## src/rtl/fir_rf_loader_if.sv

```systemverilog
// Bus bundle between the FIR loader and its environment:
// coefficient/sample inputs, register-file write port and core control.
interface fir_rf_loader_if;
   logic        coef_we;
   logic [2:0]  coef_idx;
   logic [31:0] coef_data;
   logic        in_valid;
   logic [31:0] in_data;
   logic        in_ready;
   logic        fir_rf_we;
   logic [4:0]  fir_rf_waddr;
   logic [31:0] fir_rf_wdata;
   logic        core_hold;
   logic        fir_start;
   logic        fir_done;
   logic        frame_done;
   logic        timeout_err;
   logic [15:0] frame_count;

   modport master (
      output coef_we, coef_idx, coef_data,
      output in_valid, in_data, fir_done,
      input  in_ready, fir_rf_we, fir_rf_waddr, fir_rf_wdata,
      input  core_hold, fir_start, frame_done,
      input  timeout_err, frame_count
   );

   modport slave (
      input  coef_we, coef_idx, coef_data,
      input  in_valid, in_data, fir_done,
      output in_ready, fir_rf_we, fir_rf_waddr, fir_rf_wdata,
      output core_hold, fir_start, frame_done,
      output timeout_err, frame_count
   );
endinterface

```

## src/rtl/fir_rf_loader.sv

```systemverilog
// Loads a sample window into the core register file, starts the core,
// waits for completion or timeout, and counts finished frames.
module fir_rf_loader #(
   parameter int         NUM_TAPS    = 4,
   parameter logic [4:0] COEF_BASE   = 5'd8,
   parameter logic [4:0] SAMPLE_BASE = 5'd16,
   parameter int         TIMEOUT     = 1024
) (
   input logic            clock,
   input logic            reset,
   fir_rf_loader_if.slave bus
);

   typedef enum logic [2:0] {
      S_IDLE, S_WRITE, S_START, S_RUN, S_DONE
   } state_t;

   state_t      r_state;
   state_t      w_next;
   logic [2:0]  r_idx;
   logic [15:0] r_cnt;
   logic [15:0] r_frame_count;
   logic        r_timeout_err;
   logic [31:0] r_win [NUM_TAPS];

   logic        w_idle;
   logic        w_accept;
   logic        w_coef_wr;
   logic        w_tmo;
   logic        w_last_wr;
   logic [31:0] w_win_sel;

   assign w_idle    = reset && (r_state == S_IDLE);
   assign w_coef_wr = w_idle && bus.coef_we &&
                      ({1'b0, bus.coef_idx} < 4'(NUM_TAPS));
   assign w_accept  = w_idle && !bus.coef_we && bus.in_valid;
   assign w_last_wr = (r_idx == 3'(NUM_TAPS - 1));
   // fir_done in the final cycle takes precedence over the timeout
   assign w_tmo     = (r_state == S_RUN) && !bus.fir_done &&
                      (r_cnt == 16'(TIMEOUT - 1));

   always_comb begin
      w_win_sel = '0;
      for (int k = 0; k < NUM_TAPS; k++)
         if (r_idx == 3'(k)) w_win_sel = r_win[k];
   end

   always_ff @(posedge clock) begin
      if (!reset) r_state <= S_IDLE;
      else        r_state <= w_next;
   end

   always_comb begin
      w_next = r_state;
      case (r_state)
         S_IDLE:  if (w_accept) w_next = S_WRITE;
         S_WRITE: if (w_last_wr) w_next = S_START;
         S_START: w_next = S_RUN;
         S_RUN:   if (bus.fir_done || w_tmo) w_next = S_DONE;
         S_DONE:  w_next = S_IDLE;
         default: w_next = S_IDLE;
      endcase
   end

   always_ff @(posedge clock) begin
      if (!reset) begin
         r_idx         <= '0;
         r_cnt         <= '0;
         r_frame_count <= '0;
         r_timeout_err <= 1'b0;
         for (int k = 0; k < NUM_TAPS; k++) r_win[k] <= '0;
      end else begin
         if (w_accept) begin
            r_win[0] <= bus.in_data;
            for (int k = 1; k < NUM_TAPS; k++) r_win[k] <= r_win[k-1];
         end
         r_idx <= (r_state == S_WRITE) ? r_idx + 3'd1 : 3'd0;
         case (r_state)
            S_START: r_cnt <= '0;
            S_RUN: begin
               r_cnt <= r_cnt + 16'd1;
               if (w_tmo) r_timeout_err <= 1'b1;
            end
            S_DONE:  r_frame_count <= r_frame_count + 16'd1;
            default: ;
         endcase
      end
   end

   always_comb begin
      bus.in_ready     = w_idle && !bus.coef_we;
      bus.fir_rf_we    = 1'b0;
      bus.fir_rf_waddr = '0;
      bus.fir_rf_wdata = '0;
      bus.core_hold    = 1'b1;
      bus.fir_start    = 1'b0;
      bus.frame_done   = 1'b0;
      case (r_state)
         S_IDLE: begin
            if (w_coef_wr) begin
               bus.fir_rf_we    = 1'b1;
               bus.fir_rf_waddr = COEF_BASE + {2'b00, bus.coef_idx};
               bus.fir_rf_wdata = bus.coef_data;
            end
         end
         S_WRITE: begin
            if (reset) begin
               bus.fir_rf_we    = 1'b1;
               bus.fir_rf_waddr = SAMPLE_BASE + {2'b00, r_idx};
               bus.fir_rf_wdata = w_win_sel;
            end
         end
         S_START: begin
            bus.core_hold = 1'b0;
            bus.fir_start = 1'b1;
         end
         S_RUN:   bus.core_hold  = 1'b0;
         S_DONE:  bus.frame_done = 1'b1;
         default: ;
      endcase
   end

   assign bus.timeout_err = r_timeout_err;
   assign bus.frame_count = r_frame_count;

endmodule
```

## src/flat_wrapper.sv

```systemverilog
// flat-port wrapper written by rule: the top's interface ports become plain ports
module fir_rf_loader_flat 
#(
   parameter int         NUM_TAPS    = 4,
   parameter logic [4:0] COEF_BASE   = 5'd8,
   parameter logic [4:0] SAMPLE_BASE = 5'd16,
   parameter int         TIMEOUT     = 1024
)
  (clock, reset, bus_coef_we, bus_coef_idx, bus_coef_data, bus_in_valid, bus_in_data, bus_fir_done, bus_in_ready, bus_fir_rf_we, bus_fir_rf_waddr, bus_fir_rf_wdata, bus_core_hold, bus_fir_start, bus_frame_done, bus_timeout_err, bus_frame_count);
  fir_rf_loader_if bus_i ();
  input logic clock;
  input logic reset;
  input wire logic [$bits(bus_i.coef_we)-1:0] bus_coef_we;
  input wire logic [$bits(bus_i.coef_idx)-1:0] bus_coef_idx;
  input wire logic [$bits(bus_i.coef_data)-1:0] bus_coef_data;
  input wire logic [$bits(bus_i.in_valid)-1:0] bus_in_valid;
  input wire logic [$bits(bus_i.in_data)-1:0] bus_in_data;
  input wire logic [$bits(bus_i.fir_done)-1:0] bus_fir_done;
  output wire logic [$bits(bus_i.in_ready)-1:0] bus_in_ready;
  output wire logic [$bits(bus_i.fir_rf_we)-1:0] bus_fir_rf_we;
  output wire logic [$bits(bus_i.fir_rf_waddr)-1:0] bus_fir_rf_waddr;
  output wire logic [$bits(bus_i.fir_rf_wdata)-1:0] bus_fir_rf_wdata;
  output wire logic [$bits(bus_i.core_hold)-1:0] bus_core_hold;
  output wire logic [$bits(bus_i.fir_start)-1:0] bus_fir_start;
  output wire logic [$bits(bus_i.frame_done)-1:0] bus_frame_done;
  output wire logic [$bits(bus_i.timeout_err)-1:0] bus_timeout_err;
  output wire logic [$bits(bus_i.frame_count)-1:0] bus_frame_count;
  assign bus_i.coef_we = bus_coef_we;
  assign bus_i.coef_idx = bus_coef_idx;
  assign bus_i.coef_data = bus_coef_data;
  assign bus_i.in_valid = bus_in_valid;
  assign bus_i.in_data = bus_in_data;
  assign bus_i.fir_done = bus_fir_done;
  assign bus_in_ready = bus_i.in_ready;
  assign bus_fir_rf_we = bus_i.fir_rf_we;
  assign bus_fir_rf_waddr = bus_i.fir_rf_waddr;
  assign bus_fir_rf_wdata = bus_i.fir_rf_wdata;
  assign bus_core_hold = bus_i.core_hold;
  assign bus_fir_start = bus_i.fir_start;
  assign bus_frame_done = bus_i.frame_done;
  assign bus_timeout_err = bus_i.timeout_err;
  assign bus_frame_count = bus_i.frame_count;
  fir_rf_loader #(.NUM_TAPS(NUM_TAPS), .COEF_BASE(COEF_BASE), .SAMPLE_BASE(SAMPLE_BASE), .TIMEOUT(TIMEOUT)) u_core (.clock(clock), .reset(reset), .bus(bus_i));
endmodule
```

## config.mk

```make
export PLATFORM = sky130hd
export DESIGN_NAME = fir_rf_loader_flat
export DESIGN_NICKNAME = d
export VERILOG_FILES = /design/src/rtl/fir_rf_loader_if.sv /design/src/rtl/fir_rf_loader.sv /design/src/flat_wrapper.sv
export SDC_FILE = /design/constraint.sdc
export NUM_CORES = 1
export LEC_CHECK = 0
export CORE_UTILIZATION = 40
export DETAILED_ROUTE_END_ITERATION = 6
export PLACE_DENSITY = 0.68
export SLEW_MARGIN = 20
export SYNTH_ARGS = -nofsm -noshare
export SYNTH_HDL_FRONTEND = slang
export SYNTH_SLANG_ARGS = --single-unit
```

## constraint.sdc

```tcl
create_clock -name clock -period 21.4 [get_ports clock]
set_input_delay 4.28 -clock clock [delete_from_list [all_inputs] [get_ports clock]]
set_output_delay 4.28 -clock clock [all_outputs]
set_load 0.05 [all_outputs]
```

==> summary.txt, run 1 <==
Initial drt markers = 419
TritonCTS clock tree = done
Final Net Count = 826
DRC Markers = 0
Initial antenna violation count = 0
Aggregate negative setup slack = 0 ns
Worst ir drop on vdd = 0.05619 mV
Leakage = 3.449 nW
Largest family of logic cells by synthesized area = simple AND/OR/NAND/NOR gates
FILL cells = 1636
Row Count = 50
F_max = 86.79 MHz
IO buf count = 130
Max_slew headroom = 0.2904
Syn Nets = 720
CTS H-Tree Depth = 4
Top cells by area, synth = edfxtp_1, and2_1, dfxtp_1
Crit. Startpoint = reset
Worst Path Max Fanout = 36
Final period util = 0.5384
Antenna Cells = 0
Worst r2r src = u_core.r_state[2]
Final Slew Violations = 0
# Max-Cap Violations = 0
Yosys cell types = 45
Top FF cell, synth = edfxtp_1
Die height = 141.7 um
Post-CTS setup buffers = 0
Tmin final = 11.52 ns
Post-cts gate resize count = 0
Via density = 5.385
Clock transition at path regs = 0.06 ns
Top cells by count, synth = and2_1, edfxtp_1, dfxtp_1, nand2b_1
Avg Inst Size Synth = 12.18 sq um
Min-delay worst type = flop to flop
Clock latency at the later pin of the worst-skew pair = 0.42 ns
Routed WL per cell = 17.03 um
Worst setup SP type = input port
Vias = 5493
Post-Syn Instances = 641
Post-synth EDFFs = 128
Synth top area share = 0.4925
WS Path Type = input port to primary output
# hold bufs at CTS = 0
Share of cells above drive strength 1 = 0.06447
Total power = 0.7934 mW
TritonCTS buffer count = 17
Die area = 20070 sq um
Drt total wl = 17380 um
Post-layout util = 0.5276
Synth async-reset ratio = 0
Vias in the first global route = 5444
Footprint of the multi-input gates = 2964 sq um
Unrepaired setup endpoints after global routing = false
GP Congestion = 0.7934
Clock buffer depth = 2
Clock skew = 0.006935 ns
Synthesis warning total = 0
First-pass GRT wire length = 28190 um
Post-Synth XOR/XNOR Area = 0.02244
Compound-Gate Fraction of Synth Area = 0.1326
Area grow syn2layout = 27.72%
Mapped Area = 7805 sq um
PD cells = 79.59 nW/um^2
Detailed placement HPWL = 10570 um
Simple-gate share of the synthesized area = 0.2042
Post-synthesis sequential area ratio = 0.5925
I/O pin count = 131
Total grt overflow = 0
Post-synthesis mux area share = 0.003847
Outcome = complete, no violations
Seq. cell area = 4624 sq um
Crit end category = primary output
Yosys top cell by area = edfxtp_1
GRT Overall Usage = 0.1800
Least-Margin Pin Slew = 1.057 ns
HP Start = u_core.bus.frame_count[15]
#FFs+latches synth = 167
Clk root buf = clkbuf_16
CP Data Required Time = 17.12 ns
Drt pass-1 iters = 5
Setup violations, final = 0
TritonCTS Sinks = 167
WP data arrival = 7.24 ns
CORE AREA = 18890 sq um
Starting Density = 0.4131
Die W = 141.7 um
Largest net degree at the start of global routing = 129
Post-Synth Adder-Cell Area = 0.01122
Worst reg2reg setup slack = 18.42 ns
Final hold violations = 0
Dominant cell by count in the synthesized netlist = and2_1
Antenna Nets Post-Route = 0
## critical path, stage by stage
cell             delay (ns)
clkdlybuf4s50_1        0.68
nand2_1                0.13
or3_2                  0.80
inv_1                  0.34
a22o_1                 0.19
clkdlybuf4s50_1        0.80
## metal layers
metal	routed length, um	global-route usage	part of all wire
met1	7806	0.2348	0.45
met2	8695	0.2956	0.50
met3	693	0.03307	0.040
met4	179	0.07357	0.010
met5	0	0	0
## stage by stage
step / cells / area (sq um) / hold WS (ns) / setup slack (ns)
after CTS: 1020 / 9968 / 0.4988 / 9.854
after global placement: 988 / 9286 / 0.4636 / 9.920
after floorplan: 641 / 7805 / 0.4447 / 6.935
after global routing: 1020 / 9968 / 0.5174 / 9.750
after detailed placement: 988 / 9286 / 0.4846 / 9.851
final: 1020 / 9968 / 0.5024 / 9.878
## registers in the layout (all words and copies together), names as in the netlist
signal,flops
u_core.r_win,128
u_core.bus.frame_count,16
u_core.r_cnt,16
u_core.r_idx,3
u_core.r_state,3
u_core.bus.timeout_err,1
## cells in the final DEF (no fill, tap or decap), types with 6 or more instances in the layout
cell type / Yosys / final
bufinv_16: 0 / 7
clkbuf_16: 0 / 17
a32oi_1: 32 / 32
nand3_1: 12 / 12
a221o_1: 32 / 32
xor2_1: 12 / 12
nand2b_1: 33 / 33
nand4_1: 8 / 8
xnor2_1: 8 / 8
nor2_1: 29 / 27
dfxtp_1: 39 / 39
or3_1: 8 / 7
edfxtp_1: 128 / 128
o21ai_0: 7 / 6
o2bb2ai_1: 32 / 32
and2_1: 131 / 131
inv_1: 8 / 8
a21oi_1: 11 / 11
nand2_1: 12 / 12
clkdlybuf4s50_1: 0 / 130
## layout make-up
type | count | area share
clock buffer | 18 | 0.04305
clock inverter | 14 | 0.02535
inverter | 9 | 0.003389
sequential | 167 | 0.4639
tap | 260 | 0.03263
multi-input combinational | 417 | 0.2974
timing repair buffer | 135 | 0.1343
## worst paths after layout
path	to	depth (start not counted)
setup / recovery	bus_fir_rf_waddr[1]	6
hold / removal	u_core.bus.frame_count[15]	2
setup reg to reg	u_core.r_win[0][11]	5
hold reg to reg	u_core.bus.frame_count[15]	2
## kinds of logic (layout without fill, tap and decap cells)
family / count (synthesis) / after routing
buf+inv: 57 / 176
mux: 3 / 3
flops: 167 / 167
fa+ha+maj: 7 / 7
xor+xnor: 20 / 20
simple gates: 265 / 265
compound gates: 122 / 122
## where the power goes
group / internal (mW) / total (mW) / leakage, nW / switching (mW)
Sequential: 0.364 / 0.371 / 1.65 / 0.00636
Combinational: 0.0311 / 0.0695 / 1.47 / 0.0384
Clock: 0.230 / 0.353 / 0.331 / 0.123
Total: 0.626 / 0.793 / 3.45 / 0.168
(Power assumes the default switching activity.)
==> run 2, diff against run 1 <==
==> constraint.sdc (replaced) <==
create_clock -name clock -period 11.75 [get_ports clock]
set_input_delay 2.35 -clock clock [delete_from_list [all_inputs] [get_ports clock]]
set_output_delay 2.35 -clock clock [all_outputs]
set_load 0.05 [all_outputs]
==> summary.txt, run 2 (synthesis gave the netlist of run 1 again) <==
Crit end category = primary output
Largest net degree at the start of global routing = 129
Vias = 5551
CP Data Required Time = 9.40 ns
CP delay by family, top = buffers and inverters
Worst setup SP type = input port
Clock buffer depth = 2
Clock transition at path regs = 0.06 ns
Antenna Nets Post-Route = 0
Worst Path Max Fanout = 19
Reg power frac = 0.512
CP cell instances = clkdlybuf4s50_1 > nand2_1 > or3_1 > buf_4 > inv_1 > a22o_1 > clkdlybuf4s50_1
Die W = 141.7 um
Post-cts gate resize count = 0
Max reg flops = 128
Largest register by flop count = u_core.r_win
Sw Share = 0.2343
Commonest non-fill, non-tap cells in the layout = and2_1, clkdlybuf4s50_1, edfxtp_1
Drt pass-1 iters = 5
Clk root buf = clkbuf_16
Clock skew = 0.005820 ns
Worst ir drop on vdd = 0.09490 mV
Detailed placement HPWL = 10230 um
Crit path largest cell delay = 0.80 ns
CTS H-Tree Depth = 4
Final period util = 0.6461
Final hold violations = 0
Hold Slack = 0.4774 ns
Worst reg2reg setup slack = 9.07 ns
Tmin final = 7.592 ns
Max_slew headroom = 0.2889
Unrepaired setup endpoints after global routing = false
Initial antenna violation count = 0
FILL cells = 1636
Buf/Inv on CP = 4
WP data arrival = 5.24 ns
Outcome = complete, no violations
I/O pin count = 131
Clock latency at the later pin of the worst-skew pair = 0.42 ns
Die area = 20070 sq um
Leakage = 3.380 nW
Min-delay worst type = flop to flop
Post-layout util = 0.5209
Aggregate negative setup slack = 0 ns
Die height = 141.7 um
# Max-Cap Violations = 0
Vias in the first global route = 5485
Antenna Cells = 0
GP Congestion = 0.7827
Total power = 1.318 mW
Slowest cell on crit path = clkdlybuf4s50_1
PD cells = 133.9 nW/um^2
# hold bufs at CTS = 0
Placed Area = 9298 sq um
Setup violations, final = 0
Placed instance count = 990
Area grow syn2layout = 26.10%
Least-Margin Pin Slew = 1.059 ns
Post-layout instance area = 9842 sq um
First-pass GRT wire length = 28100 um
IO buf count = 130
Routed WL per cell = 16.79 um
Commonest non-fill, non-tap cell in the layout = and2_1
Final Slew Violations = 0
Initial drt markers = 405
Clock power share = 0.391
Final worst slack = 4.158 ns
Row Count = 50
Combinational Power Share = 0.097
Post-CTS setup buffers = 0
TritonCTS clock tree = done
TritonCTS buffer count = 17
Layout Cells excl Fill = 1022
Drt total wl = 17160 um
Sw power = 0.3087 mW
CORE AREA = 18890 sq um
Starting Density = 0.4131
F_max = 131.7 MHz
DP Worst Slack = 4.154 ns
WS Path Type = input port to primary output
DRC Markers = 0
Via density = 5.432
Critical Path Most Common Cell = clkdlybuf4s50_1
Internal power = 1.009 mW
Total grt overflow = 0
Share of cells above drive strength 1 = 0.06430
TritonCTS Sinks = 167
Final Net Count = 828
GRT Overall Usage = 0.1783
## run 2: area by class of cell
class	count	area (sq um)	area share
timing repair buffer	137	1358	0.1379
sequential	167	4624	0.4699
multi-input combinational	417	2960	0.3008
tap	260	325.3	0.03305
inverter	9	33.78	0.003432
clock inverter	14	111.4	0.01131
clock buffer	18	429.2	0.04361
## run 2: path summary, 6_finish.rpt
| path | from | cells after the start | to |
|---|---|---|---|
| setup / recovery | reset | 7 | bus_fir_rf_waddr[0] |
| setup reg to reg | u_core.r_state[2] | 5 | u_core.r_win[3][23] |
| hold / removal | u_core.bus.frame_count[15] | 2 | u_core.bus.frame_count[15] |
| hold reg to reg | u_core.bus.frame_count[15] | 2 | u_core.bus.frame_count[15] |
## run 2: worst min-delay path, stage by stage, from the launching register on
cell	delay [ns]
dfxtp_1	0.32
nand2_1	0.05
mux2i_1	0.05
## run 2: power by group through the flow
| stage | sequential [mW] | clock [mW] | combinational [mW] |
|---|---|---|---|
| 3_5_place_dp | 0.688 | 0 | 0.128 |
| 4_1_cts | 0.675 | 0.525 | 0.129 |
| 3_3_place_gp | 0.686 | 0 | 0.126 |
| 6_report | 0.675 | 0.515 | 0.127 |
| 5_1_grt | 0.678 | 0.547 | 0.136 |
| 2_1_floorplan | 0.688 | 0 | 0.0759 |
## run 2: metal layers
| metal | track usage | up-vias | share of wire |
|---|---|---|---|
| met3 | 0.03071 | 19 | 0.046 |
| met1 | 0.2398 | 2730 | 0.46 |
| met4 | 0.06452 | 0 | 0.015 |
| met5 | 0 | - | 0 |
| met2 | 0.2896 | 178 | 0.48 |
| li1 | - | 2624 | - |
==> run 3, diff against run 2 <==
--- a/config.mk
+++ b/config.mk
@@ -7,7 +7,7 @@
 export LEC_CHECK = 0
 export CORE_UTILIZATION = 40
 export DETAILED_ROUTE_END_ITERATION = 6
-export PLACE_DENSITY = 0.68
+export PLACE_DENSITY = 0.7
 export SLEW_MARGIN = 20
 export SYNTH_ARGS = -nofsm -noshare
 export SYNTH_HDL_FRONTEND = slang
==> constraint.sdc (replaced) <==
create_clock -name clock -period 6.8 [get_ports clock]
set_input_delay 1.36 -clock clock [delete_from_list [all_inputs] [get_ports clock]]
set_output_delay 1.36 -clock clock [all_outputs]
set_load 0.05 [all_outputs]
==> summary.txt, run 3 (synthesis gave the netlist of run 1 again) <==
Crit path largest cell delay = 0.86 ns
Final hold violations = 0
CP delay by family, top = buffers and inverters
Hold Slack = 0.4815 ns
GRT Overall Usage = 0.1791
Reg2reg end = u_core.r_cnt[0]
PD cells = 240.3 nW/um^2
Detailed placement HPWL = 10850 um
HP Start = u_core.bus.frame_count[15]
Commonest non-fill, non-tap cell in the layout = and2_1
Worst ir drop on vdd = 0.1741 mV
Crit end category = primary output
WS Path Type = input port to primary output
Largest register by flop count = u_core.r_win
CORE AREA = 18890 sq um
Vias = 5487
Post-layout util = 0.5251
Commonest non-fill, non-tap cells in the layout = and2_1, clkdlybuf4s50_1, edfxtp_1
CTS H-Tree Depth = 4
Clk root buf = clkbuf_16
Max reg flops = 128
Outcome = complete, no violations
Starting Density = 0.4131
R2R cell count = 4
Crit. Startpoint = reset
DRC Markers = 0
Leakage = 3.425 nW
Via density = 5.369
Aggregate negative setup slack = 0 ns
Worst hold path depth = 2
CP cell instances = clkdlybuf4s50_1 > nand2b_2 > or3_4 > nor3b_4 > buf_4 > o2bb2ai_1 > clkdlybuf4s50_1
TritonCTS clock tree = done
Worst reg2reg setup slack = 4.31 ns
Die height = 141.7 um
Drt pass-1 iters = 6
Worst Path Max Fanout = 36
Final Slew Violations = 0
Routed WL per cell = 17.05 um
Row Count = 50
Least-Margin Pin Slew = 1.118 ns
Post-cts gate resize count = 0
Clock buffer depth = 2
Critical Path Most Common Cell = clkdlybuf4s50_1
Worst setup SP type = input port
Antenna Nets Post-Route = 0
Unrepaired setup endpoints after global routing = false
Area grow syn2layout = 27.11%
Clock transition at path regs = 0.06 ns
Buf/Inv on CP = 3
Max_slew headroom = 0.2494
WP data arrival = 4.22 ns
IO buf count = 130
Slowest cell on crit path = clkdlybuf4s50_1
Initial drt markers = 322
Critical path depth = 7
Final period util = 0.8199
Vias in the first global route = 5372
Clock latency at the later pin of the worst-skew pair = 0.42 ns
Min-delay worst type = flop to flop
Largest net degree at the start of global routing = 129
F_max = 179.4 MHz
# hold bufs at CTS = 0
Final Net Count = 828
Hold endpoint = u_core.bus.frame_count[15]
# Max-Cap Violations = 0
Tmin final = 5.575 ns
GP Congestion = 0.8315
Die W = 141.7 um
CP Data Required Time = 5.44 ns
Worst r2r src = u_core.r_state[1]
Initial antenna violation count = 0
Total grt overflow = 0
Die area = 20070 sq um
First-pass GRT wire length = 27940 um
Post-CTS setup buffers = 0
Setup violations, final = 0
Clock skew = 0.008910 ns
TritonCTS buffer count = 17
TritonCTS Sinks = 167
Drt total wl = 17420 um
Share of cells above drive strength 1 = 0.06824
Total power = 2.384 mW
I/O pin count = 131
Antenna Cells = 0
-- run 3: changes by cell type in the layout (fill, tap and decap cells not counted) --
cell and change:
buf_12 +1, clkinv_2 +2, clkinv_1 -2, clkbuf_1 -1
clkinvlp_2 +1, clkinvlp_4 -2, buf_6 -1, clkinv_4 -1
bufinv_16 +3
-- run 3: worst max path at each step --
stage,endpoint
3_3_place_gp,bus_fir_rf_wdata[31]
4_1_cts,bus_fir_rf_wdata[23]
5_1_grt,bus_fir_rf_wdata[16]
3_5_place_dp,bus_fir_rf_wdata[23]
2_1_floorplan,u_core.r_win[0][0]
6_report,bus_fir_rf_wdata[23]
-- run 3: where the power goes --
group	switching (mW)	internal, mW
logic	0.124	0.0993
clock network	0.385	0.609
registers	0.0201	1.15
-- run 3: cell type report --
class | instances | area (sq um)
fill | 1610 | 8972
sequential | 167 | 4624
multi-input combinational | 417 | 2960
timing repair buffer | 137 | 1366
clock buffer | 17 | 425.4
tap | 260 | 325.3
clock inverter | 15 | 185.2
inverter | 9 | 33.78
-- run 3: routing by layer --
metal | global-route usage | vias to the layer above | wire length, um | part of all wire
met4 | 0.04924 | 0 | 214 | 0.012
met5 | 0 | - | 0 | 0
li1 | - | 2613 | - | -
met3 | 0.03814 | 21 | 843 | 0.048
met2 | 0.2893 | 168 | 8266 | 0.47
met1 | 0.2434 | 2685 | 8097 | 0.46
-- run 3: worst register-to-register path, delay by kind of cell (launching register included) --
kind | cells | cell delay, ns
AOI/OAI and AO/OA | 1 | 0.91
buffers and inverters | 1 | 0.19
DFF | 1 | 0.47
and+or+nand+nor | 2 | 0.76
-- run 3: metrics by stage --
step | setup WS, ns | cells | cell area (sq um)
2_1_floorplan | 1.178 | 641 | 7809
3_3_place_gp | 1.313 | 990 | 9310
3_5_place_dp | 1.212 | 990 | 9310
4_1_cts | 1.203 | 1022 | 9921
5_1_grt | 1.100 | 1022 | 9921
6_report | 1.225 | 1022 | 9921
